==> config.mk <==
export PLATFORM = sky130hd
export DESIGN_NAME = alu_issue_sched_flat
export DESIGN_NICKNAME = d
export VERILOG_FILES = /design/src/rtl/alu_sched_pkg.sv /design/src/rtl/alu_issue_sched_if.sv /design/src/rtl/alu_sched_rr_arb.sv /design/src/rtl/alu_issue_sched.sv /design/src/flat_wrapper.sv
export SDC_FILE = /design/constraint.sdc
export NUM_CORES = 1
export LEC_CHECK = 0
export CORE_MARGIN = 5
export CORE_UTILIZATION = 39
export CTS_BUF_LIST = sky130_fd_sc_hd__clkbuf_2
export DETAILED_ROUTE_END_ITERATION = 10
export HOLD_SLACK_MARGIN = 0.03
export PLACE_DENSITY_LB_ADDON = 0.08
export SETUP_SLACK_MARGIN = 0.02
export SLEW_MARGIN = 0
export SYNTH_ARGS = -nofsm -noshare
export SYNTH_HDL_FRONTEND = slang
export SYNTH_HIERARCHICAL = 1
export SYNTH_SLANG_ARGS = --single-unit
==> constraint.sdc <==
create_clock -name clk -period 2.1 [get_ports clk]
set_input_delay 0.21 -clock clk [delete_from_list [all_inputs] [get_ports clk]]
set_output_delay 0.21 -clock clk [all_outputs]
set_load 0.01 [all_outputs]
==> src/rtl/alu_sched_pkg.sv <==
// Shared types and defaults for the ALU issue scheduler.
// Reservation entries record who owns each future ALU completion slot.
package alu_sched_pkg;

  typedef enum logic {
    OP_ADD = 1'b0,
    OP_MUL = 1'b1
  } alu_op_t;

  localparam int DEF_WIDTH   = 32;
  localparam int DEF_NREQ    = 2;
  localparam int DEF_ADD_LAT = 2;
  localparam int DEF_MUL_LAT = 3;
  localparam int ID_W_MAX    = 3;

  typedef struct packed {
    logic                busy;
    logic [ID_W_MAX-1:0] id;
    alu_op_t             op;
  } res_entry_t;

  function automatic int id_w(input int n);
    return (n > 1) ? $clog2(n) : 1;
  endfunction

endpackage

==> src/rtl/alu_issue_sched_if.sv <==
// Requester, shared-ALU and response signals of the issue scheduler.
// master = requesters + ALU instance side, slave = scheduler side.
interface alu_issue_sched_if
  import alu_sched_pkg::*;
#(
  parameter int WIDTH = DEF_WIDTH,
  parameter int NREQ  = DEF_NREQ
);
  localparam int IDW = id_w(NREQ);

  logic [NREQ-1:0]       req_valid;
  logic [NREQ-1:0]       req_ready;
  logic [NREQ-1:0]       req_op;
  logic [NREQ*WIDTH-1:0] req_a;
  logic [NREQ*WIDTH-1:0] req_b;
  logic [WIDTH-1:0]      alu_a;
  logic [WIDTH-1:0]      alu_b;
  logic                  alu_op;
  logic [WIDTH-1:0]      alu_result;
  logic                  resp_valid;
  logic [IDW-1:0]        resp_id;
  logic                  resp_op;
  logic [WIDTH-1:0]      resp_data;
  logic                  idle;

  modport master (
    output req_valid, req_op, req_a, req_b, alu_result,
    input  req_ready, alu_a, alu_b, alu_op, resp_valid, resp_id, resp_op, resp_data, idle
  );

  modport slave (
    input  req_valid, req_op, req_a, req_b, alu_result,
    output req_ready, alu_a, alu_b, alu_op, resp_valid, resp_id, resp_op, resp_data, idle
  );

endinterface

==> src/rtl/alu_sched_rr_arb.sv <==
// Round-robin arbiter: one-hot grant among eligible requesters, combinational.
// Search starts at the pointer; pointer moves to grant+1 only when a grant is made.
module alu_sched_rr_arb #(
  parameter int NREQ = 2
) (
  input  logic            clk,
  input  logic            reset,
  input  logic [NREQ-1:0] i_elig,
  output logic [NREQ-1:0] o_grant
);
  localparam int PW = (NREQ > 1) ? $clog2(NREQ) : 1;

  logic [PW-1:0] r_ptr;
  logic [PW-1:0] w_ptr_nx;
  logic [PW-1:0] w_idx;
  logic [PW:0]   w_sum;
  logic          w_found;

  always_comb begin
    o_grant  = '0;
    w_ptr_nx = r_ptr;
    w_found  = 1'b0;
    w_sum    = '0;
    w_idx    = '0;
    for (int k = 0; k < NREQ; k++) begin
      w_sum = {1'b0, r_ptr} + (PW+1)'(k);
      if (w_sum >= (PW+1)'(NREQ)) w_sum = w_sum - (PW+1)'(NREQ);
      w_idx = w_sum[PW-1:0];
      if (!w_found && i_elig[w_idx]) begin
        w_found        = 1'b1;
        o_grant[w_idx] = 1'b1;
        w_ptr_nx       = (w_idx == PW'(NREQ-1)) ? '0 : w_idx + 1'b1;
      end
    end
  end

  always_ff @(posedge clk) begin
    if (!reset) r_ptr <= '0;
    else        r_ptr <= w_ptr_nx;
  end

endmodule

==> src/rtl/alu_issue_sched.sv <==
// Shares one add/mul ALU among NREQ requesters; handshake-to-response latency L(op)+2.
// A request stalls (ready=0) while its completion slot is reserved; optional ALU_SCHED_STATS_EN adds counters.
module alu_issue_sched
  import alu_sched_pkg::*;
#(
  parameter int WIDTH   = DEF_WIDTH,
  parameter int NREQ    = DEF_NREQ,
  parameter int ADD_LAT = DEF_ADD_LAT,
  parameter int MUL_LAT = DEF_MUL_LAT
) (
  input logic clk,
  input logic reset,
  alu_issue_sched_if.slave bus
`ifdef ALU_SCHED_STATS_EN
  ,
  output logic [31:0] stat_issued,
  output logic [31:0] stat_stalls
`endif
);
  localparam int LMAX = (ADD_LAT > MUL_LAT) ? ADD_LAT : MUL_LAT;
  localparam int IDW  = id_w(NREQ);

  res_entry_t r_res    [1:LMAX];
  res_entry_t w_res_nx [1:LMAX];
  res_entry_t w_new;

  logic [WIDTH-1:0] r_alu_a, r_alu_b, r_resp_data;
  logic             r_cmp_vld, r_cmp_op, r_resp_vld, r_resp_op;
  logic [IDW-1:0]   r_cmp_id, r_resp_id;

  logic [NREQ-1:0]     w_elig, w_grant;
  logic                w_gnt_any, w_gnt_op, w_add_free, w_mul_free, w_any_busy;
  logic [ID_W_MAX-1:0] w_gnt_idx;
  logic [WIDTH-1:0]    w_gnt_a, w_gnt_b;

  // A slot is free after the shift if nothing sits one stage above it.
  generate
    if (ADD_LAT == LMAX) begin : g_add_top
      assign w_add_free = 1'b1;
    end else begin : g_add_chk
      assign w_add_free = !r_res[ADD_LAT+1].busy;
    end
    if (MUL_LAT == LMAX) begin : g_mul_top
      assign w_mul_free = 1'b1;
    end else begin : g_mul_chk
      assign w_mul_free = !r_res[MUL_LAT+1].busy;
    end
  endgenerate

  always_comb begin
    w_elig = '0;
    for (int i = 0; i < NREQ; i++)
      w_elig[i] = bus.req_valid[i] && (bus.req_op[i] ? w_mul_free : w_add_free);
  end

  alu_sched_rr_arb #(.NREQ(NREQ)) u_arb (
    .clk     (clk),
    .reset   (reset),
    .i_elig  (w_elig),
    .o_grant (w_grant)
  );

  assign bus.req_ready = w_grant;

  always_comb begin
    w_gnt_any = |w_grant;
    w_gnt_idx = '0;
    w_gnt_op  = 1'b0;
    w_gnt_a   = '0;
    w_gnt_b   = '0;
    for (int i = 0; i < NREQ; i++) begin
      if (w_grant[i]) begin
        w_gnt_idx = ID_W_MAX'(i);
        w_gnt_op  = bus.req_op[i];
        w_gnt_a   = bus.req_a[i*WIDTH +: WIDTH];
        w_gnt_b   = bus.req_b[i*WIDTH +: WIDTH];
      end
    end
  end

  always_comb begin
    w_new.busy = w_gnt_any;
    w_new.id   = w_gnt_idx;
    w_new.op   = alu_op_t'(w_gnt_op);
    for (int k = 1; k < LMAX; k++) w_res_nx[k] = r_res[k+1];
    w_res_nx[LMAX] = '0;
    if (w_gnt_any) begin
      if (w_gnt_op) w_res_nx[MUL_LAT] = w_new;
      else          w_res_nx[ADD_LAT] = w_new;
    end
  end

  always_comb begin
    w_any_busy = 1'b0;
    for (int k = 1; k <= LMAX; k++) w_any_busy = w_any_busy | r_res[k].busy;
  end

  // r_cmp_* marks the cycle the ALU result is on alu_result; it drives alu_op.
  always_ff @(posedge clk) begin
    if (!reset) begin
      for (int k = 1; k <= LMAX; k++) r_res[k] <= '0;
      r_alu_a     <= '0;
      r_alu_b     <= '0;
      r_cmp_vld   <= 1'b0;
      r_cmp_op    <= 1'b0;
      r_cmp_id    <= '0;
      r_resp_vld  <= 1'b0;
      r_resp_op   <= 1'b0;
      r_resp_id   <= '0;
      r_resp_data <= '0;
    end else begin
      r_res     <= w_res_nx;
      r_cmp_vld <= r_res[1].busy;
      r_cmp_op  <= r_res[1].busy && (r_res[1].op == OP_MUL);
      r_cmp_id  <= IDW'(r_res[1].id);
      if (w_gnt_any) begin
        r_alu_a <= w_gnt_a;
        r_alu_b <= w_gnt_b;
      end
      r_resp_vld <= r_cmp_vld;
      if (r_cmp_vld) begin
        r_resp_op   <= r_cmp_op;
        r_resp_id   <= r_cmp_id;
        r_resp_data <= bus.alu_result;
      end
    end
  end

  assign bus.alu_a      = r_alu_a;
  assign bus.alu_b      = r_alu_b;
  assign bus.alu_op     = r_cmp_op;
  assign bus.resp_valid = r_resp_vld;
  assign bus.resp_id    = r_resp_id;
  assign bus.resp_op    = r_resp_op;
  assign bus.resp_data  = r_resp_data;
  assign bus.idle       = !w_any_busy && !r_cmp_vld && !r_resp_vld;

`ifdef ALU_SCHED_STATS_EN
  logic [31:0] r_stat_issued, r_stat_stalls;

  always_ff @(posedge clk) begin
    if (!reset) begin
      r_stat_issued <= '0;
      r_stat_stalls <= '0;
    end else begin
      if (w_gnt_any) r_stat_issued <= r_stat_issued + 32'd1;
      if (|bus.req_valid && !w_gnt_any) r_stat_stalls <= r_stat_stalls + 32'd1;
    end
  end

  assign stat_issued = r_stat_issued;
  assign stat_stalls = r_stat_stalls;
`endif

endmodule
==> src/flat_wrapper.sv <==
// flat-port wrapper written by rule: the top's interface ports become plain ports
module alu_issue_sched_flat import alu_sched_pkg::*;
#(
  parameter int WIDTH   = DEF_WIDTH,
  parameter int NREQ    = DEF_NREQ,
  parameter int ADD_LAT = DEF_ADD_LAT,
  parameter int MUL_LAT = DEF_MUL_LAT
)
  (clk, reset, bus_req_valid, bus_req_op, bus_req_a, bus_req_b, bus_alu_result, bus_req_ready, bus_alu_a, bus_alu_b, bus_alu_op, bus_resp_valid, bus_resp_id, bus_resp_op, bus_resp_data, bus_idle);
  alu_issue_sched_if #(.WIDTH(WIDTH), .NREQ(NREQ)) bus_i ();
  input logic clk;
  input logic reset;
  input wire logic [$bits(bus_i.req_valid)-1:0] bus_req_valid;
  input wire logic [$bits(bus_i.req_op)-1:0] bus_req_op;
  input wire logic [$bits(bus_i.req_a)-1:0] bus_req_a;
  input wire logic [$bits(bus_i.req_b)-1:0] bus_req_b;
  input wire logic [$bits(bus_i.alu_result)-1:0] bus_alu_result;
  output wire logic [$bits(bus_i.req_ready)-1:0] bus_req_ready;
  output wire logic [$bits(bus_i.alu_a)-1:0] bus_alu_a;
  output wire logic [$bits(bus_i.alu_b)-1:0] bus_alu_b;
  output wire logic [$bits(bus_i.alu_op)-1:0] bus_alu_op;
  output wire logic [$bits(bus_i.resp_valid)-1:0] bus_resp_valid;
  output wire logic [$bits(bus_i.resp_id)-1:0] bus_resp_id;
  output wire logic [$bits(bus_i.resp_op)-1:0] bus_resp_op;
  output wire logic [$bits(bus_i.resp_data)-1:0] bus_resp_data;
  output wire logic [$bits(bus_i.idle)-1:0] bus_idle;
  assign bus_i.req_valid = bus_req_valid;
  assign bus_i.req_op = bus_req_op;
  assign bus_i.req_a = bus_req_a;
  assign bus_i.req_b = bus_req_b;
  assign bus_i.alu_result = bus_alu_result;
  assign bus_req_ready = bus_i.req_ready;
  assign bus_alu_a = bus_i.alu_a;
  assign bus_alu_b = bus_i.alu_b;
  assign bus_alu_op = bus_i.alu_op;
  assign bus_resp_valid = bus_i.resp_valid;
  assign bus_resp_id = bus_i.resp_id;
  assign bus_resp_op = bus_i.resp_op;
  assign bus_resp_data = bus_i.resp_data;
  assign bus_idle = bus_i.idle;
  alu_issue_sched #(.WIDTH(WIDTH), .NREQ(NREQ), .ADD_LAT(ADD_LAT), .MUL_LAT(MUL_LAT)) u_core (.clk(clk), .reset(reset), .bus(bus_i));
endmodule
==> results.sh <==
export IMPL_crit_fanout=5
export IMPL_die_h_um=118
export IMPL_status="finished clean"
export IMPL_clock_latency_ps=600
export IMPL_wire_per_inst_um=16.4
export IMPL_power_density_nw_per_um2=608
export IMPL_rsz0062_at_grt="true"
export IMPL_ys_ff_latch=111
export IMPL_slew_headroom_pct=65.8
export IMPL_cts_tree="built"
export IMPL_ios=269
export IMPL_hold_violations=0
export IMPL_worst_pin_slew_ps=513
export IMPL_syn_inst=439
export IMPL_grt_pass1_vias=4387
export IMPL_maxSlewViolCount=0
export IMPL_ctsHtreeMaxLevel=3
export IMPL_layout_common_cells="264 x clkdlybuf4s50_1, 109 x dfxtp_1, 99 x mux2i_1, 64 x a21oi_1, 57 x o21ai_0"
export IMPL_clock_path_buffers=2
export IMPL_vias=4075
export IMPL_numPortBuffers=268
export IMPL_grt_pass1_wl_um=21800
export IMPL_fmax_ghz=0.508
export IMPL_grt_usage_pct=19.3
export IMPL_drt_total_wl_um=13800
export IMPL_place_congestion=0.776
export IMPL_dr_pass1_iters=4
export IMPL_first_iter_violations=120
export IMPL_syn_num_nets=605
export IMPL_crit_required_ps=1890
export IMPL_cp_start_kind="register"
export IMPL_cts_sinks=111
export IMPL_final_common_cell="clkdlybuf4s50_1"
export IMPL_postRouteAntennaNets=0
export IMPL_grt_overflow_total=0
export IMPL_hpwl_um=10700
export IMPL_clkTransAtPathRegs_ps=280
export IMPL_via_per_inst=4.84
export IMPL_setup_tns_ps=0
export IMPL_finalWorstSetupSlack_ps=132
export IMPL_clock_root_buffer="clkbuf_2"
export IMPL_rows=39
export IMPL_final_nets=860
export IMPL_antenna_found_initial=0
export IMPL_core_um2=11400
export IMPL_cts_buffers=9
export IMPL_cap_viol_max_count=0
export IMPL_die_area_um2=13800
export IMPL_cp_end_kind="output port"
export IMPL_setup_violations=0
export IMPL_diodes=0
export IMPL_post_cts_buffers=0
export IMPL_finalWorstPathRequiredPeriod_ps=1970
export IMPL_seq_area_frac_synth_pct=49.3
export IMPL_drc=0
export IMPL_syn_to_final_growth_pct=63.9
export IMPL_min_delay_path_class="in2reg"
export IMPL_vdd_drop_max_v=0.000360
export IMPL_crit_arrival_ps=1760
export IMPL_syn_cell_area_um2=4510
export IMPL_initial_core_util_pct=39.7
export IMPL_yosysWarnings=6
export IMPL_postSynthAreaPerCell_um2=10.3
export IMPL_worstSetupPathType="reg2out"
export IMPL_period_share_pct=93.7
export IMPL_p_leak_nw=2.77
export IMPL_die_x_um=118
export IMPL_post_place_ws_ps=3.64
export IMPL_drive_gt1_share_pct=5.29
export IMPL_ys_types=23
export IMPL_grt_max_degree=55
export IMPL_clock_skew_ps=24.5
cell families after synthesis:
group,synth area share (%)
buffers and inverters,6.21
muxes,22.0
DFF,49.3
and+or+nand+nor,7.07
AOI/OAI and AO/OA,15.5
stage by stage:
stage / cell area (um2) / hold slack, ps / total power [mW] / cells / util, %
2_1_floorplan: 4510 / 354 / 2.87 / 439 / -
3_3_place_gp: 7260 / 413 / 3.53 / 825 / 63.9
3_5_place_dp: 7260 / 421 / 3.56 / 825 / 63.9
4_1_cts: 7400 / 95.7 / 4.56 / 842 / 65.1
5_1_grt: 7390 / 117 / 4.73 / 842 / 65.0
6_report: 7390 / 171 / 4.49 / 842 / 65.0
power breakdown:
part           leakage (nW)  internal (mW)  switching, mW  total, mW
clock                0.0718          0.278          0.707      0.984
sequential            0.914           2.26         0.0802       2.34
combinational          1.79          0.718          0.445       1.16
cell usage after synthesis, drive strengths merged:
cell    count  area, um2
nor2        2       7.51
dfxtp     111       2220
o21a        1       7.51
or4         1       7.51
and2        7       43.8
a21oi      64        320
nand3       1       5.00
o21ai      65        325
inv         3       11.3
and3        2       12.5
buf        19        201
a21boi      6       45.0
nand2b      3       18.8
nand2       3       11.3
nor2b      34        213
clkbuf     18       67.6
mux2i      99        991
area by class of cell:
class / count / area [um2]
Inverter: 3 / 12.5
Clock inverter: 7 / 73.8
Fill cell: 982 / 3980
Sequential cell: 111 / 2230
Clock buffer: 9 / 45.0
Multi-Input combinational cell: 288 / 2030
Timing Repair Buffer: 281 / 2830
Tap cell: 143 / 179
worst max-delay path, stage by stage (launching register included):
cell	delay, ps
dfxtp_4	430
or4_1	510
nor2_1	100
buf_2	150
final timing paths:
check | end | depth (start not counted) | slack, ps | start
max | bus_idle | 3 | 130 | u_core/r_res[4]$_SDFF_PN0_
min | u_core/bus.alu_a[10]$_SDFFE_PN0N_ | 3 | 170 | bus_req_a[42]
max reg2reg | u_core/bus.alu_a[29]$_SDFFE_PN0N_ | 6 | 470 | u_core/r_res[4]$_SDFF_PN0_
min reg2reg | u_core/r_cmp_id$_SDFF_PN0_ | 1 | 470 | u_core/r_res[11]$_SDFF_PN0_
state kept, by name (all words and copies together) (netlist names):
register               flops
u_core/bus.alu_a          32
u_core/bus.alu_b          32
u_core/bus.resp_data      32
u_core/r_res               8
u_core/bus.alu_op          1
u_core/bus.resp_id         1
u_core/bus.resp_op         1
u_core/bus.resp_valid      1
u_core/r_cmp_id            1
u_core/r_cmp_vld           1
u_core/u_arb/r_ptr         1
timing repair:
item / in CTS / in global routing
pin swaps: 0 / 1
endpoints found under the setup margin: 3 / 2
endpoints found under the hold margin: 5 / 0
hold buffers: 1 / 0
gates resized for setup: 14 / 1
routing by layer:
layer / GRT usage [%] / vias up / part of all wire (%)
li1: - / 2050 / -
met1: 19.2 / 1815 / 36
met2: 33.4 / 170 / 49
met3: 8.60 / 40 / 10
met4: 10.6 / 0 / 4.4
met5: 0 / - / 0
(Power assumes the default switching activity.)
